**config.mk**
```make
export PLATFORM = sky130hd
export DESIGN_NAME = ifu
export DESIGN_NICKNAME = d
export VERILOG_FILES = /design/src/rtl/npc_pkg.sv /design/src/rtl/ifu_pc_gen.sv /design/src/rtl/ifu.sv
export SDC_FILE = /design/constraint.sdc
export NUM_CORES = 1
export LEC_CHECK = 0
export CELL_PAD_IN_SITES_DETAIL_PLACEMENT = 1
export CELL_PAD_IN_SITES_GLOBAL_PLACEMENT = 1
export CORE_MARGIN = 2
export CORE_UTILIZATION = 30
export DETAILED_ROUTE_END_ITERATION = 12
export PLACE_DENSITY_LB_ADDON = 0.05
export SLEW_MARGIN = 40
export SYNTH_ARGS = -nofsm -noshare
export SYNTH_HDL_FRONTEND = slang
export SYNTH_HIERARCHICAL = 1
export SYNTH_SLANG_ARGS = --single-unit
```
**constraint.sdc**
```tcl
create_clock -name clk -period 2.6 [get_ports clk]
set_clock_uncertainty 0.2 [all_clocks]
set_input_delay 0.52 -clock clk [delete_from_list [all_inputs] [get_ports clk]]
set_output_delay 0.52 -clock clk [all_outputs]
set_load 0.03 [all_outputs]
```
**src/rtl/npc_pkg.sv**
```systemverilog
// Shared definitions for the fetch front end: IFU state encoding, reset PC
// default and the canonical NOP (addi x0, x0, 0).
package npc_pkg;

   typedef enum logic [1:0] {
      IDLE = 2'd0,
      REQ  = 2'd1,
      WAIT = 2'd2,
      HOLD = 2'd3
   } ifu_state_e;

   localparam logic [31:0] RESET_PC_DEFAULT = 32'h8000_0000;
   localparam logic [31:0] NOP_INST_DEFAULT = 32'h0000_0013;

   // Sequential fetch advance; wraps naturally modulo 2^32.
   function automatic logic [31:0] pc_add4(input logic [31:0] pc);
      return pc + 32'd4;
   endfunction

endpackage

```
**src/rtl/ifu_pc_gen.sv**
```systemverilog
// Next-PC generation for the IFU: sequential advance, redirect target and
// misaligned-target detection.
// Optional feature macro: IFU_MISALIGN_CHECK_EN. When defined, a redirect
// target with non-zero [1:0] is flagged as misaligned and passed through
// unmodified. When undefined, the low two bits are cleared and the flag is 0.
module ifu_pc_gen
   import npc_pkg::*;
(
   input  logic [31:0] pc_i,
   input  logic        advance_i,
   input  logic        redirect_valid_i,
   input  logic [31:0] redirect_pc_i,
   output logic [31:0] pc_next_o,
   output logic [31:0] redirect_tgt_o,
   output logic        redirect_misalign_o
);

`ifdef IFU_MISALIGN_CHECK_EN
   assign redirect_tgt_o      = redirect_pc_i;
   assign redirect_misalign_o = redirect_valid_i && (redirect_pc_i[1:0] != 2'b00);
`else
   logic unused_lsb;
   assign unused_lsb          = ^redirect_pc_i[1:0];
   assign redirect_tgt_o      = {redirect_pc_i[31:2], 2'b00};
   assign redirect_misalign_o = 1'b0;
`endif

   // Redirect wins over the sequential advance; otherwise the PC holds.
   always_comb begin
      pc_next_o = pc_i;
      if (redirect_valid_i) begin
         pc_next_o = redirect_tgt_o;
      end else if (advance_i) begin
         pc_next_o = pc_add4(pc_i);
      end
   end

endmodule

```
**src/rtl/ifu.sv**
```systemverilog
// Instruction fetch unit: single-outstanding fetch FSM (IDLE/REQ/WAIT/HOLD)
// with a registered output stage towards decode.
// Optional feature macro: IFU_MISALIGN_CHECK_EN (misaligned redirect targets
// are reported through out_misalign instead of being fetched).
//
// Handshakes: a transfer happens on a rising edge where valid and ready are
// both 1. Once raised, valid and its payload stay stable until that edge,
// except that a redirect may retarget a not-yet-accepted fetch request.
// imem_rsp_valid is a single-cycle pulse with no ready.
module ifu
   import npc_pkg::*;
#(
   parameter logic [31:0] RESET_PC = RESET_PC_DEFAULT,
   parameter logic [31:0] NOP_INST = NOP_INST_DEFAULT
) (
   input  logic        clk,
   input  logic        rst,
   output logic        imem_req_valid,
   input  logic        imem_req_ready,
   output logic [31:0] imem_req_addr,
   input  logic        imem_rsp_valid,
   input  logic [31:0] imem_rsp_data,
   input  logic        imem_rsp_err,
   output logic        out_valid,
   input  logic        out_ready,
   output logic [31:0] out_inst,
   output logic [31:0] out_pc,
   output logic        out_fault,
   output logic        out_misalign,
   input  logic        redirect_valid,
   input  logic [31:0] redirect_pc
);

   ifu_state_e  state_q, state_d;
   logic [31:0] pc_q, pc_d;
   logic        kill_q, kill_d;
   logic        out_valid_q, out_valid_d;
   logic [31:0] out_inst_q, out_inst_d;
   logic [31:0] out_pc_q, out_pc_d;
   logic        out_fault_q, out_fault_d;
   logic        out_misalign_q, out_misalign_d;

   logic        req_hs;
   logic        advance;
   logic [31:0] pc_next;
   logic [31:0] redirect_tgt;
   logic        redirect_misalign;

   // kill_q marks an accepted fetch whose response must be discarded; no new
   // request is issued until that stale response has come back.
   assign imem_req_valid = (state_q == REQ) && !kill_q;
   assign imem_req_addr  = pc_q;
   assign req_hs         = imem_req_valid && imem_req_ready;
   assign advance        = (state_q == HOLD) && out_ready;

   assign out_valid    = out_valid_q;
   assign out_inst     = out_inst_q;
   assign out_pc       = out_pc_q;
   assign out_fault    = out_fault_q;
   assign out_misalign = out_misalign_q;

   ifu_pc_gen u_pc_gen (
      .pc_i                (pc_q),
      .advance_i           (advance),
      .redirect_valid_i    (redirect_valid),
      .redirect_pc_i       (redirect_pc),
      .pc_next_o           (pc_next),
      .redirect_tgt_o      (redirect_tgt),
      .redirect_misalign_o (redirect_misalign)
   );

   // Next-state, PC, kill and output-register logic.
   always_comb begin
      state_d        = state_q;
      pc_d           = pc_next;
      kill_d         = kill_q && !imem_rsp_valid;
      out_valid_d    = out_valid_q;
      out_inst_d     = out_inst_q;
      out_pc_d       = out_pc_q;
      out_fault_d    = out_fault_q;
      out_misalign_d = out_misalign_q;

      case (state_q)
         IDLE: begin
            state_d = REQ;
         end

         REQ: begin
            if (redirect_valid) begin
               // An accepted request is now stale and must be flushed.
               if (req_hs) begin
                  kill_d = 1'b1;
               end
               if (redirect_misalign) begin
                  state_d = HOLD;
               end else if (req_hs) begin
                  state_d = WAIT;
               end
            end else if (req_hs) begin
               state_d = WAIT;
            end
         end

         WAIT: begin
            if (imem_rsp_valid) begin
               if (redirect_valid && redirect_misalign) begin
                  state_d = HOLD;
               end else if (redirect_valid || kill_q) begin
                  state_d = REQ;
               end else begin
                  state_d        = HOLD;
                  out_valid_d    = 1'b1;
                  out_inst_d     = imem_rsp_data;
                  out_pc_d       = pc_q;
                  out_fault_d    = imem_rsp_err;
                  out_misalign_d = 1'b0;
               end
            end else if (redirect_valid) begin
               kill_d = 1'b1;
               if (redirect_misalign) begin
                  state_d = HOLD;
               end
            end
         end

         HOLD: begin
            if (redirect_valid || out_ready) begin
               state_d        = REQ;
               out_valid_d    = 1'b0;
               out_inst_d     = NOP_INST;
               out_fault_d    = 1'b0;
               out_misalign_d = 1'b0;
            end
         end

         default: begin
            state_d = IDLE;
         end
      endcase

      // A misaligned redirect is presented to decode directly, no fetch.
      if (state_q != IDLE && redirect_valid && redirect_misalign) begin
         state_d        = HOLD;
         out_valid_d    = 1'b1;
         out_inst_d     = NOP_INST;
         out_pc_d       = redirect_tgt;
         out_fault_d    = 1'b0;
         out_misalign_d = 1'b1;
      end
   end

   // State and datapath registers with synchronous reset.
   always_ff @(posedge clk) begin
      if (rst) begin
         state_q        <= IDLE;
         pc_q           <= RESET_PC;
         kill_q         <= 1'b0;
         out_valid_q    <= 1'b0;
         out_inst_q     <= NOP_INST;
         out_pc_q       <= RESET_PC;
         out_fault_q    <= 1'b0;
         out_misalign_q <= 1'b0;
      end else begin
         state_q        <= state_d;
         pc_q           <= pc_d;
         kill_q         <= kill_d;
         out_valid_q    <= out_valid_d;
         out_inst_q     <= out_inst_d;
         out_pc_q       <= out_pc_d;
         out_fault_q    <= out_fault_d;
         out_misalign_q <= out_misalign_d;
      end
   end

endmodule

```
==> metrics.yaml <==
outcome: "finished, violations left"
violations: "slew limit"
period_share_pct: 95.5
cap_violations: 0
start_util_pct: 30.9
crit_chain: "clkdlybuf4s50_1, and2_4, and4_1, nand3_2, buf_4, or4_1, a31oi_1, nor2b_1"
cp_top_family: "simple AND/OR/NAND/NOR gates"
yosysTopAreaCellShare_pct: 39.6
period_minus_slack_ns: 2.48
drive_gt1_share_pct: 7.65
end_kind: "register"
syn_area_um2: 5160
final_max_slew_viol_count: 67
ios: 171
path_class: "input pin to register"
cts.reportedPaths.clkPinSlew_ns: 0.07
clock_path_buffers: 2
fmax_mhz: 403
cts_made_buffers: 9
crit_path_start_kind: "input pin"
slew-limit-headroom_pct: -61.9
clk_latency_ns: 0.35
hp-class: "register to register"
rsz0062_at_grt: "false"
grt_pass1_vias: 4988
synth_seq_cells: 102
root_buffer: "clkbuf_16"
grt_first_pass_wirelength_um: 26800
die_w_um: 135
portBuffers: 168
slowest_stage: "or4_1"
syn_inst: 609
dieHeight_um: 135
ys.warnings.count: 6
synth.distinct_cells: 47
grt_max_degree: 67
synth.area.top_cells: "dfxtp_1 (40%), mux2i_1 (6.2%), buf_4 (5.4%), nor2b_1 (5.2%), a211oi_1 (4.8%)"
drt_iter0_drc: 254
synth_top_cell_by_area: "dfxtp_1"
synth_enable_flop_cells: 0
synth-async-reset-ratio_pct: 0
dp.cells: 949
place_congestion: 0.766
cts_sinks: 102
vias: 4842
postSynthAreaPerCell_um2: 8.47
seq_area_frac_synth_pct: 39.6
viasPerCell: 5.02
finalInstanceArea_um2: 7290
finalHoldViolCount: 0
antenna_found_initial: 1
max_stage_delay_ns: 0.51
pwr_density_cell_nw_per_um2: 654
post-cts-setup-buffers: 0
setup_viol: 0
crit_fanout: 7
overflow: 0
place_hpwl_um: 11600
syn2layout_area_growth_pct: 41.2
routed_wl_um: 16700
routedWlPerCell_um: 17.3
diodes: 0
ys_top_cells_by_count: "dfxtp_1 (102), nor2_1 (58), nand2_1 (47)"
final_cells: 965
finalNetCount: 816
htreeDepth: 3
ant_nets: 0
dieArea_um2: 18300
rows: 47
ys.flop_type: "dfxtp_1"
arrival_ns: 2.57
cp_num_buf_inv: 2
power_leakage_nw: 2.46
place_area_um2: 6970
worst_pin_slew_ns: 2.43
synthMostInstantiatedCell: "dfxtp_1"
cts_tree: "yes"
track_usage_pct: 18.4
drc: 0
design.core.area_um2: 16700
ir_drop_uv: 314
dr.pass1.iters: 5
cp.required_ns: 2.69
[cell usage in the layout (no fill, tap or decap), types with 6 or more instances in the layout]
cell type / count
clkdlybuf4s50_1: 166
dfxtp_1: 102
nor2_1: 58
nand2_1: 47
nor2b_1: 43
a211oi_1: 33
mux2i_1: 32
a21oi_1: 27
nand3b_1: 26
buf_4: 25
o21ai_0: 22
a31oi_1: 17
or4_1: 16
o31ai_1: 12
nand3_1: 12
clkbuf_16: 9
nand4_1: 9
inv_1: 8
xor2_1: 8
a22oi_1: 6
buf_12: 6
[layout make-up]
| type | instances | area [µm²] |
|---|---|---|
| fillers | 1943 | 9420 |
| multi-input cells | 420 | 2640 |
| flip-flops and latches | 102 | 2040 |
| repair buffers | 199 | 1980 |
| well taps | 220 | 275 |
| clock buffers | 11 | 233 |
| clock inverters | 5 | 83.8 |
| inverters | 8 | 30.0 |
[timing repair]
item / 4_1_cts / 5_1_grt
hold buffers: 0 / 0
resized for setup: 1 / 0
setup endpoints to repair: 1 / 0
[per-layer routing]
layer | vias up | global-route usage (%) | part of all wire (%)
met1 | 2330 | 23.6 | 46
met3 | 15 | 3.78 | 4.8
met4 | 2 | 5.09 | 1.1
met5 | - | 0 | 0.078
met2 | 117 | 31.3 | 48
li1 | 2378 | - | -
[power by group]
part	switching (mW)	internal [mW]
logic	0.808	0.637
clock network	0.633	0.848
registers	0.118	1.72
total	1.56	3.20
[logic make-up (layout without fill, tap and decap cells)]
kind of cell             after synthesis  count (layout)  synth area share [%]
other                                  1               3                0.0727
flip-flops                           102             102                  39.6
buffers and inverters                 89             223                  9.75
adder cells (fa/ha/maj)                5               5                  1.21
AO/OA/AOI/OAI                        126             126                  15.6
XOR/XNOR                              12              12                  2.04
AND/OR/NAND/NOR                      242             242                  25.5
multiplexers                          32              32                  6.21
[per-stage QoR]
| stage | TNS [ns] | setup slack (ns) | power [mW] | hold WS [ns] | util, % |
|---|---|---|---|---|---|
| after floorplan | 0 | 0.00215 | 2.75 | 0.376 | - |
| after global placement | -1.19 | -0.174 | 3.26 | 0.238 | 41.7 |
| after detailed placement | -1.83 | -0.221 | 3.30 | 0.247 | 41.7 |
| after CTS | 0 | 0.141 | 4.81 | 0.257 | 43.6 |
| after global routing | 0 | 0.00960 | 5.03 | 0.275 | 43.6 |
| final | 0 | 0.118 | 4.76 | 0.252 | 43.6 |
[path summary, 6_finish.rpt]
path | endpoint | cells after the start | start | slack [ns]
max | imem_req_addr[25]$_SDFF_PP0_ | 8 | out_ready | 0.12
min | out_inst[14]$_SDFFE_PP0P_ | 2 | out_inst[14]$_SDFFE_PP0P_ | 0.25
max reg2reg | imem_req_addr[25]$_SDFF_PP0_ | 8 | state_q[0]$_SDFFE_PP0P_ | 0.15
min reg2reg | out_inst[14]$_SDFFE_PP0P_ | 2 | out_inst[14]$_SDFFE_PP0P_ | 0.25
[worst reg2reg max path, delay by kind of cell, from the launching register on]
| kind | cells | cell delay (ns) |
|---|---|---|
| simple gates | 5 | 1.18 |
| compound gates | 1 | 0.18 |
| fa+ha+maj | 1 | 0.21 |
| flops | 1 | 0.43 |
| buf+inv | 1 | 0.19 |
[registers in the layout, summed over array words and instances, names as in the netlist]
register and count:
kill_q 1, out_misalign 1, out_valid 1, out_fault 1
imem_req_addr 32, state_q 2, out_pc 32, out_inst 32
Power figures use the tool's default switching activity.
